**src/rtl/zero_scan_pkg.sv**
```systemverilog
// Shared definitions for the zero scan engine.
// Holds the FSM state encoding and the scan-mode encoding used by the top
// level and by the testbench.
package zero_scan_pkg;

  typedef logic [1:0] zs_state_t;

  // FSM states
  localparam zs_state_t ST_IDLE = 2'd0;
  localparam zs_state_t ST_SCAN = 2'd1;
  localparam zs_state_t ST_DONE = 2'd2;

  // Scan mode: which end of the word the zero count starts from
  localparam logic ZS_TRAILING = 1'b0;
  localparam logic ZS_LEADING  = 1'b1;

endpackage

```
**src/rtl/zero_count_chunk.sv**
```systemverilog
// Combinational trailing-zero counter for one chunk.
// Ports:
//   i_chunk : CHUNK_WIDTH-bit slice to examine
//   o_count : number of zeros below the lowest set bit (CHUNK_WIDTH if none)
//   o_zero  : chunk is all zeros
module zero_count_chunk #(
  parameter int CHUNK_WIDTH = 8
) (
  input  logic [CHUNK_WIDTH-1:0]      i_chunk,
  output logic [$clog2(CHUNK_WIDTH):0] o_count,
  output logic                         o_zero
);

  localparam int CNT_W = $clog2(CHUNK_WIDTH) + 1;

  // Priority search from the top down so the lowest set bit is the last to win
  always_comb begin
    o_count = CNT_W'(CHUNK_WIDTH);
    for (int i = CHUNK_WIDTH - 1; i >= 0; i--) begin
      o_count = i_chunk[i] ? CNT_W'(i) : o_count;
    end
    o_zero = (i_chunk == {CHUNK_WIDTH{1'b0}});
  end

endmodule

```
**src/rtl/zero_scan_engine.sv**
```systemverilog
// Multi-cycle leading/trailing zero counter.
// A captured word is scanned one chunk per cycle starting at the LSB
// (trailing mode) or the MSB (leading mode); the scan stops at the first
// nonzero chunk.
// Ports:
//   clk, resetn          : clock, asynchronous active-low reset
//   din, mode            : word to scan and scan direction (0 trailing, 1 leading)
//   in_valid, in_ready   : input handshake (ready only when idle)
//   dout, dout_zero      : zero count and all-zero flag
//   out_valid, out_ready : output handshake
module zero_scan_engine
  import zero_scan_pkg::*;
#(
  parameter int DATA_WIDTH  = 32,
  parameter int CHUNK_WIDTH = 8
) (
  input  logic                        clk,
  input  logic                        resetn,
  input  logic [DATA_WIDTH-1:0]       din,
  input  logic                        mode,
  input  logic                        in_valid,
  output logic                        in_ready,
  output logic [$clog2(DATA_WIDTH):0] dout,
  output logic                        dout_zero,
  output logic                        out_valid,
  input  logic                        out_ready
);

  localparam int NUM_CHUNKS = DATA_WIDTH / CHUNK_WIDTH;
  localparam int K_W        = (NUM_CHUNKS > 1) ? $clog2(NUM_CHUNKS) : 1;
  localparam int OUT_W      = $clog2(DATA_WIDTH) + 1;
  localparam int CNT_W      = $clog2(CHUNK_WIDTH) + 1;
  localparam logic [K_W-1:0] K_LAST = K_W'(NUM_CHUNKS - 1);

  if ((DATA_WIDTH % CHUNK_WIDTH) != 0) begin : g_bad_chunk_width
    $error("zero_scan_engine: DATA_WIDTH must be a multiple of CHUNK_WIDTH");
  end

  zs_state_t             r_state;
  logic [DATA_WIDTH-1:0] r_data;
  logic                  r_mode;
  logic [K_W-1:0]        r_k;
  logic [OUT_W-1:0]      r_dout;
  logic                  r_dout_zero;
  logic                  r_out_valid;

  int                     w_base;
  logic [CHUNK_WIDTH-1:0] w_chunk_sel;
  logic [CHUNK_WIDTH-1:0] w_chunk_cnt;
  logic [CNT_W-1:0]       w_local;
  logic                   w_chunk_zero;
  logic [OUT_W-1:0]       w_hit_count;

  // Select chunk k from the scan end; leading mode reverses it so the single
  // trailing counter yields the leading-zero count
  always_comb begin
    w_base = (r_mode == ZS_LEADING) ? (NUM_CHUNKS - 1 - int'(r_k)) * CHUNK_WIDTH
                                    : int'(r_k) * CHUNK_WIDTH;
    w_chunk_sel = r_data[w_base +: CHUNK_WIDTH];
    for (int i = 0; i < CHUNK_WIDTH; i++) begin
      w_chunk_cnt[i] = (r_mode == ZS_LEADING) ? w_chunk_sel[CHUNK_WIDTH-1-i] : w_chunk_sel[i];
    end
  end

  zero_count_chunk #(
    .CHUNK_WIDTH(CHUNK_WIDTH)
  ) u_count (
    .i_chunk (w_chunk_cnt),
    .o_count (w_local),
    .o_zero  (w_chunk_zero)
  );

  // Full count = zeros in the chunks already skipped plus the local count
  always_comb begin
    w_hit_count = OUT_W'(int'(r_k) * CHUNK_WIDTH) + OUT_W'(w_local);
  end

  // Scan FSM: capture, chunk-by-chunk scan, then hold the result until taken.
  // DONE spends one cycle before raising out_valid, giving the hit-in-chunk-k
  // result at T+2+k after acceptance at T.
  always_ff @(posedge clk or negedge resetn) begin
    if (!resetn) begin
      r_state     <= ST_IDLE;
      r_data      <= {DATA_WIDTH{1'b0}};
      r_mode      <= ZS_TRAILING;
      r_k         <= {K_W{1'b0}};
      r_dout      <= {OUT_W{1'b0}};
      r_dout_zero <= 1'b0;
      r_out_valid <= 1'b0;
    end else begin
      case (r_state)
        ST_IDLE: begin
          if (in_valid) begin
            r_data  <= din;
            r_mode  <= mode;
            r_k     <= {K_W{1'b0}};
            r_state <= ST_SCAN;
          end
        end
        ST_SCAN: begin
          if (!w_chunk_zero) begin
            r_dout      <= w_hit_count;
            r_dout_zero <= 1'b0;
            r_state     <= ST_DONE;
          end else if (r_k == K_LAST) begin
            r_dout      <= OUT_W'(DATA_WIDTH);
            r_dout_zero <= 1'b1;
            r_state     <= ST_DONE;
          end else begin
            r_k <= r_k + K_W'(1);
          end
        end
        ST_DONE: begin
          if (!r_out_valid) begin
            r_out_valid <= 1'b1;
          end else if (out_ready) begin
            r_out_valid <= 1'b0;
            r_k         <= {K_W{1'b0}};
            r_state     <= ST_IDLE;
          end
        end
        default: begin
          r_state     <= ST_IDLE;
          r_k         <= {K_W{1'b0}};
          r_out_valid <= 1'b0;
        end
      endcase
    end
  end

  // Input acceptance depends only on the current state
  always_comb begin
    in_ready = (r_state == ST_IDLE);
  end

  assign dout      = r_dout;
  assign dout_zero = r_dout_zero;
  assign out_valid = r_out_valid;

endmodule

```
**config.mk**
```make
export PLATFORM = sky130hd
export DESIGN_NAME = zero_scan_engine
export DESIGN_NICKNAME = d
export VERILOG_FILES = /design/src/rtl/zero_scan_pkg.sv /design/src/rtl/zero_count_chunk.sv /design/src/rtl/zero_scan_engine.sv
export SDC_FILE = /design/constraint.sdc
export NUM_CORES = 1
export LEC_CHECK = 0
export ABC_AREA = 1
export BUFFER_PORTS_ARGS = -buffer_cell sky130_fd_sc_hd__buf_2
export CORE_AREA = 2 2 68 70
export CTS_CLUSTER_SIZE = 28
export DETAILED_ROUTE_END_ITERATION = 12
export DIE_AREA = 0 0 70 72
export PLACE_DENSITY = 0.8
export SYNTH_ARGS = -nofsm -noshare
export SYNTH_HDL_FRONTEND = slang
export SYNTH_SLANG_ARGS = --single-unit
export TNS_END_PERCENT = 10
```
**constraint.sdc**
```tcl
create_clock -name clk -period 3.2 [get_ports clk]
set_input_delay 0.64 -clock clk [delete_from_list [all_inputs] [get_ports clk]]
set_output_delay 0.64 -clock clk [all_outputs]
set_load 0.02 [all_outputs]
```
# Yosys cells after proc, flatten, opt, wreduce, memory -nomap -nowiden
# Index checks and enable logic that the tools add are counted.
# op_classes
addsub	3
n_eq_ne	10
n_shift	1
n_mux	34
n_reduce_logical	7
# op_table
operator	n
$mux 32	1
$mux 4	8
$shiftx 32x32->8	1
$mux 2	8
$mux 1	12
$mux 6	2
$pmux 2 s3	2
$ne 2x2->1 const B	5
$logic_not 8->1	1
$add 5x4->6	1
$reduce_and 5->1	1
$eq 2x2->1 const B	2
$reduce_and 2->1	2
$reduce_and 4->1	1
$ne 3x3->1 const B	1
$sub 2x2->3 const A	1
$add 2x1->2 const B	1
$eq 2x1->1 const B	1
$logic_not 2->1	1
$ne 2x1->1 const B	1
$pmux 1 s2	1
$reduce_or 2->1	1
# word_totals
regBits	45
in_bits	37
output_inout_bits	9
word_cells	62

# Logic depth before layout (Yosys ltp)
# logic_depth
depth_word	14
ltp_mapped	17
mapped_depth_nobuf	16

# Hierarchy
# Synthesis repeated with hierarchy kept, for this count alone.
# unflattened
hier_cells	236
area_unflattened_um2	2284.7
# by_module_without_submodules
mod	instances	cells_each	area_per_inst_um2	seq_area_each_um2
zero_scan_engine	1	214	2183.3	1126.1
zero_count_chunk	1	22	101.3	0.0

# Least setup slack after synthesis
# Ideal clock, no wire load.
# synth_timing
path_type	register to register
from	register r_k[0]
to	register r_dout[4] (netlist: dout[4])
setup_time_ps	119
t_arrival_ps	1928
t_required_ps	3081
setup_slack_ps	1153
stages_incl_launch_ff	17
path_buffers	1
synth_period_minus_slack_ps	2047
cell_sequence	dfrtp_1 -> inv_2 -> nand2_8 -> nand2_8 -> buf_12 -> nand2_2 -> nand3_1 -> nand3_1 -> nand2_1 -> nand2_2 -> nor2_2 -> nand2_4 -> inv_1 -> ha_1 -> ha_1 -> nand2_1 -> nand2_1
# synth_via
elab_chain_len	14
word_cells_on_any_way	25
cone_classes	add/sub: 2; eq/ne: 2; shift: 1; mux: 18; reduce/logical: 2
# synth_lines
item	line_no	text
start, declared	zero_scan_engine.sv:42	logic [K_W-1:0] r_k;
start signal, assigned	zero_scan_engine.sv:86	r_k <= {K_W{1'b0}};
start signal, assigned	zero_scan_engine.sv:96	r_k <= {K_W{1'b0}};
start signal, assigned	zero_scan_engine.sv:110	r_k <= r_k + K_W'(1);
$sub 2x2->3	zero_scan_engine.sv:57	w_base = (r_mode == ZS_LEADING) ? (NUM_CHUNKS - 1 - int'(r_k)) * CHUNK_WIDTH
$mux 32	zero_scan_engine.sv:57	
$shiftx 32x32->8	zero_scan_engine.sv:59	w_chunk_sel = r_data[w_base +: CHUNK_WIDTH];
$mux 1	zero_scan_engine.sv:61	w_chunk_cnt[i] = (r_mode == ZS_LEADING) ? w_chunk_sel[CHUNK_WIDTH-1-i] : w_chunk_sel[i];
$mux 4 (8 in series)	zero_count_chunk.sv:20	o_count = i_chunk[i] ? CNT_W'(i) : o_count;
$add 5x4->6	zero_scan_engine.sv:75	w_hit_count = OUT_W'(int'(r_k) * CHUNK_WIDTH) + OUT_W'(w_local);
$mux 6	zero_scan_engine.sv:101	if (!w_chunk_zero) begin
end signal, assigned	zero_scan_engine.sv:87	r_dout <= {OUT_W{1'b0}};
end signal, assigned	zero_scan_engine.sv:102	r_dout <= w_hit_count;
end signal, assigned	zero_scan_engine.sv:106	r_dout <= OUT_W'(DATA_WIDTH);
end, declared	zero_scan_engine.sv:43	logic [OUT_W-1:0] r_dout;
# Parallel ways exist; a longest one is shown, timed or not.
# A chain may end at the register's enable or synchronous reset.

# Final worst setup path
# layout_timing
from	register r_mode
to	register r_dout[4] (netlist: dout[4])
# layout_via
elab_chain_len	13
word_cells_on_any_way	23
cone_classes	add/sub: 1; eq/ne: 1; shift: 1; mux: 18; reduce/logical: 2
# layout_lines
item	line_no	text
start, declared	zero_scan_engine.sv:41	logic r_mode;
start signal, assigned	zero_scan_engine.sv:95	r_mode <= mode;
$mux 32	zero_scan_engine.sv:57	
$shiftx 32x32->8	zero_scan_engine.sv:59	
$mux 1	zero_scan_engine.sv:61	
$mux 4 (8 in series)	zero_count_chunk.sv:20	
$add 5x4->6	zero_scan_engine.sv:75	
$mux 6	zero_scan_engine.sv:101	
# Parallel ways exist; a longest one is shown, timed or not.

==> results <==
- The worst max-slew margin expressed relative to the limit is 35.54%.
- The count of antenna-violating nets left after detailed routing is 0.
- The initial utilization of the core area, before any placement, comes to 57.75%.
- The most used flip-flop cell after synthesis is sky130_fd_sc_hd__dfrtp_1.
- Across every metal layer, demand over resource in global routing totals 21.10%.
- The longest clock path from root to sink contains 2 buffers.
- The final clock skew is 3.886 ps.
- Sequential cells were found to cover 45.73% of the synthesized design area.
- Summed over all cells, the static leakage comes to between 0.0015 and 0.002 µW.
- From synthesis to final layout, the design area changed by 12.25%.
- The top-level I/O count is 46.
- The synthesized netlist occupies a cell area of about 2500 µm².
- The die height is 72 µm.
- Counting every sink on the clock net gives 45.
- The min-delay analysis places its worst path in the category register to register.
- The root buffer cell chosen for the clock tree is sky130_fd_sc_hd__clkbuf_8.
- The synthesis warning total is 0.
- Counting I/O delays and the setup requirement, the final critical path takes 2607 ps.
- The antenna diode instance count is 0.
- After synthesis, the share of flip-flops with an asynchronous set or reset is 100.0%.
- Leaving out fill and tap cells, the most frequent cell in the layout is sky130_fd_sc_hd__nand2_1.
- The maximum level of the CTS H-tree is 2.
- STA puts the critical path data required time at 3380 ps.
- The number of antenna violations at the first check in global routing is 0.
- Entering global routing, the biggest net connects 46 pins.
- The synthesized design contains 0 enable-type register cells.
- The worst path buffer plus inverter count is 2.
- Detailed placement finished with a half-perimeter wire length of 3565 µm.
- Hold is met by 496.4 ps.
- The count of port buffers added during placement is 45.
- IR analysis of the VDD net gives a maximum drop of 0.4989 mV.
- The routed via count divided by cell count is 5.164.
- The total via count in the routed design is 2050.
- The final net count is 385.
- Data arrives at the worst endpoint at 2790 ps.
- In this run, post-CTS hold repair placed 0 buffers.
- After floorplanning, the core was divided into 24 placement rows.
- The number of storage elements in the synthesis netlist is 45.
- The cell type group with the largest total delay on the critical path is simple AND/OR/NAND/NOR gates.
- The power per standard cell area is 1061 nW/µm².
- The floorplan step defined a core boundary enclosing 4264 µm².
- Setup repair after global routing left no endpoint under its margin.
- The wire length of the first global-routing pass is 8604 µm.
- Summed over all failing endpoints, the final setup total negative slack is 0 ps.
- The residual overflow from global routing is 0.
- Walking the worst path, the cells encountered are inv_2 > nand2_8 > nand2_8 > nand2_1 > nand2_1 > nand2_1 > nand3_1 > nand2_1 > nand2_1 > nor2_2 > nand2_4 > inv_1 > ha_1 > ha_1 > nand2_1 > nand2_1.
- The top cell types in the final layout, fill and taps aside, are sky130_fd_sc_hd__nand2_1, sky130_fd_sc_hd__nand3_1, sky130_fd_sc_hd__dfrtp_1, sky130_fd_sc_hd__buf_2, sky130_fd_sc_hd__nor2_1.
- The maximum clock frequency is 0.3836 GHz.
- For this run, design rule violations remaining after detail routing come to 0.
- In this run the biggest area consumer among cell types represents a little under half of the synthesized area.
- The cell type with the largest total area after synthesis is sky130_fd_sc_hd__dfrtp_1.
- The number of global-route vias before repair is 2066.
- Clock latency on the worst-skew pair, taken at its later pin, is slightly below 300 ps.
- The routed wire length is 4754 µm.
- The number of maximum-capacitance constraint violations is 0.
- The number of buffers inserted by post-CTS setup repair is 0.
- Dividing the detail-routed wire length by the instance count gives 11.97 µm.
- By area the synthesized netlist is led by sky130_fd_sc_hd__dfrtp_1, sky130_fd_sc_hd__nand2_1, sky130_fd_sc_hd__nand3_1.
- The final count of pins violating max slew is 0.
- The final-report hold violation count is 0.
- On the critical path, the stage with the largest delay is an instance of sky130_fd_sc_hd__dfrtp_1.
- The highest cell delay on the worst timing path is 730 ps.
- Along the worst path, the maximum fanout reaches 17.
- The final critical path takes up approximately 80% of the cycle.
- The flow ran to the end, and the final reports show no timing, DRC or antenna violations.
- The startpoint kind of the worst setup timing path is a register.
- The synthesized area per cell is 8.127 µm².
- The die span in x is 70 µm.
- The count of mapped cells out of synthesis is 303.
- The category of the most critical setup path is register to register.
- TritonCTS built the clock tree.
- Routability-driven placement finished with a final weighted congestion of 0.8748.
- The number of instances resized during post-cts repair is 0.
- The final-report setup violation count is 0.
- The most numerous cell type found on the critical path is sky130_fd_sc_hd__nand2_1.
- TritonCTS created 5 clock buffers.
- The final standard cell utilization of the core is 64.82%.
- The starting DRC count in detailed routing is 136.
- STA classifies the critical path endpoint as a register.
- The number of nets handed over by synthesis was 343.
- Clock-pin slew was measured on the worst setup and hold paths at 80 ps.
- The first TritonRoute pass finished after 4 iterations.
- In the final layout, the share of cells above drive strength 1 is 23.77%.
- The die covers a little over 5000 µm².
- The number of distinct standard cells referenced by the synthesized netlist is 28.
- The slew of the pin with the lowest slew margin is 966.9 ps.
[stage by stage]
stage | total power [µW] | setup slack [ps] | std cells | cell area, µm²
final | 2933 | 593.0 | 397 | 2764
after detailed placement | 2595 | 615.8 | 390 | 2678
after global routing | 3233 | 287.5 | 397 | 2764
after CTS | 2949 | 603.1 | 397 | 2764
after floorplan | 2316 | 1153 | 303 | 2462
after global placement | 2552 | 669.4 | 390 | 2678
[final cells by class]
type,count,area [µm²]
Tap cell,52,65.06
Sequential cell,45,1126
Clock buffer,7,86.33
Inverter,35,131.4
Timing Repair Buffer,46,232.7
Fill cell,381,1500
Multi-Input combinational cell,212,1122
[worst paths after layout]
check | from | endpoint | slack [ps] | cells after the start
min | dout_zero | dout_zero | 500 | 2
min in group asynchronous | resetn | r_data[16] | 510 | 1
min reg2reg | dout_zero | dout_zero | 500 | 2
max in group asynchronous | resetn | r_k[0] | 2100 | 1
max reg2reg | r_mode | dout[4] | 590 | 16
max | r_mode | dout[4] | 590 | 16
[where the power goes]
| group | internal (µW) | switching [µW] | leakage (µW) |
|---|---|---|---|
| clock network | 171 | 173 | 0.0000443 |
| registers | 829 | 155 | 0.000522 |
| logic | 560 | 1040 | 0.000953 |
[synth_stat cells (all sizes together) (2+ instances only)]
cell / count
nor2: 39
inv: 35
nand3: 49
nand2: 78
clkbuf: 6
mux2: 7
nand4: 2
o31ai: 2
buf: 5
o21ai: 2
ha: 3
a21oi: 26
dfrtp: 45
[logic make-up (layout without fill, tap and decap cells)]
family                   count (synthesis)  count (layout)  synth area share, %
adder cells (fa/ha/maj)                  3               3                1.525
AO/OA/AOI/OAI                           31              31                6.554
AND/OR/NAND/NOR                        169             169                32.88
buffers and inverters                   46              88                8.790
flip-flops                              45              45                45.73
multiplexers                             7               7                3.201
XOR/XNOR                                 2               2                1.321
[metal layers]
layer / wire length [µm] / vias up / global-route usage, %
li1: - / 1048 / -
met3: 236 / 7 / 4.028
met4: 62 / 0 / 7.265
met5: 0 / - / 0
met2: 2284 / 49 / 36.72
met1: 2170 / 946 / 26.70
[sequential cells by signal, indices dropped and copies added, names as in the netlist]
register	flops
r_data	32
dout	6
out_valid	1
dout_zero	1
r_mode	1
r_state	2
r_k	2
[worst register-to-register path: stages (launching register included)]
cell	delay [ps]
sky130_fd_sc_hd__dfrtp_1	730
sky130_fd_sc_hd__inv_2	260
sky130_fd_sc_hd__nand2_8	160
sky130_fd_sc_hd__nand2_8	110
sky130_fd_sc_hd__nand2_1	80
sky130_fd_sc_hd__nand2_1	50
sky130_fd_sc_hd__nand2_1	80
sky130_fd_sc_hd__nand3_1	80
sky130_fd_sc_hd__nand2_1	140
sky130_fd_sc_hd__nand2_1	70
sky130_fd_sc_hd__nor2_2	140
sky130_fd_sc_hd__nand2_4	80
sky130_fd_sc_hd__inv_1	60
sky130_fd_sc_hd__ha_1	130
sky130_fd_sc_hd__ha_1	220
sky130_fd_sc_hd__nand2_1	70
sky130_fd_sc_hd__nand2_1	50
(Power assumes the default switching activity.)
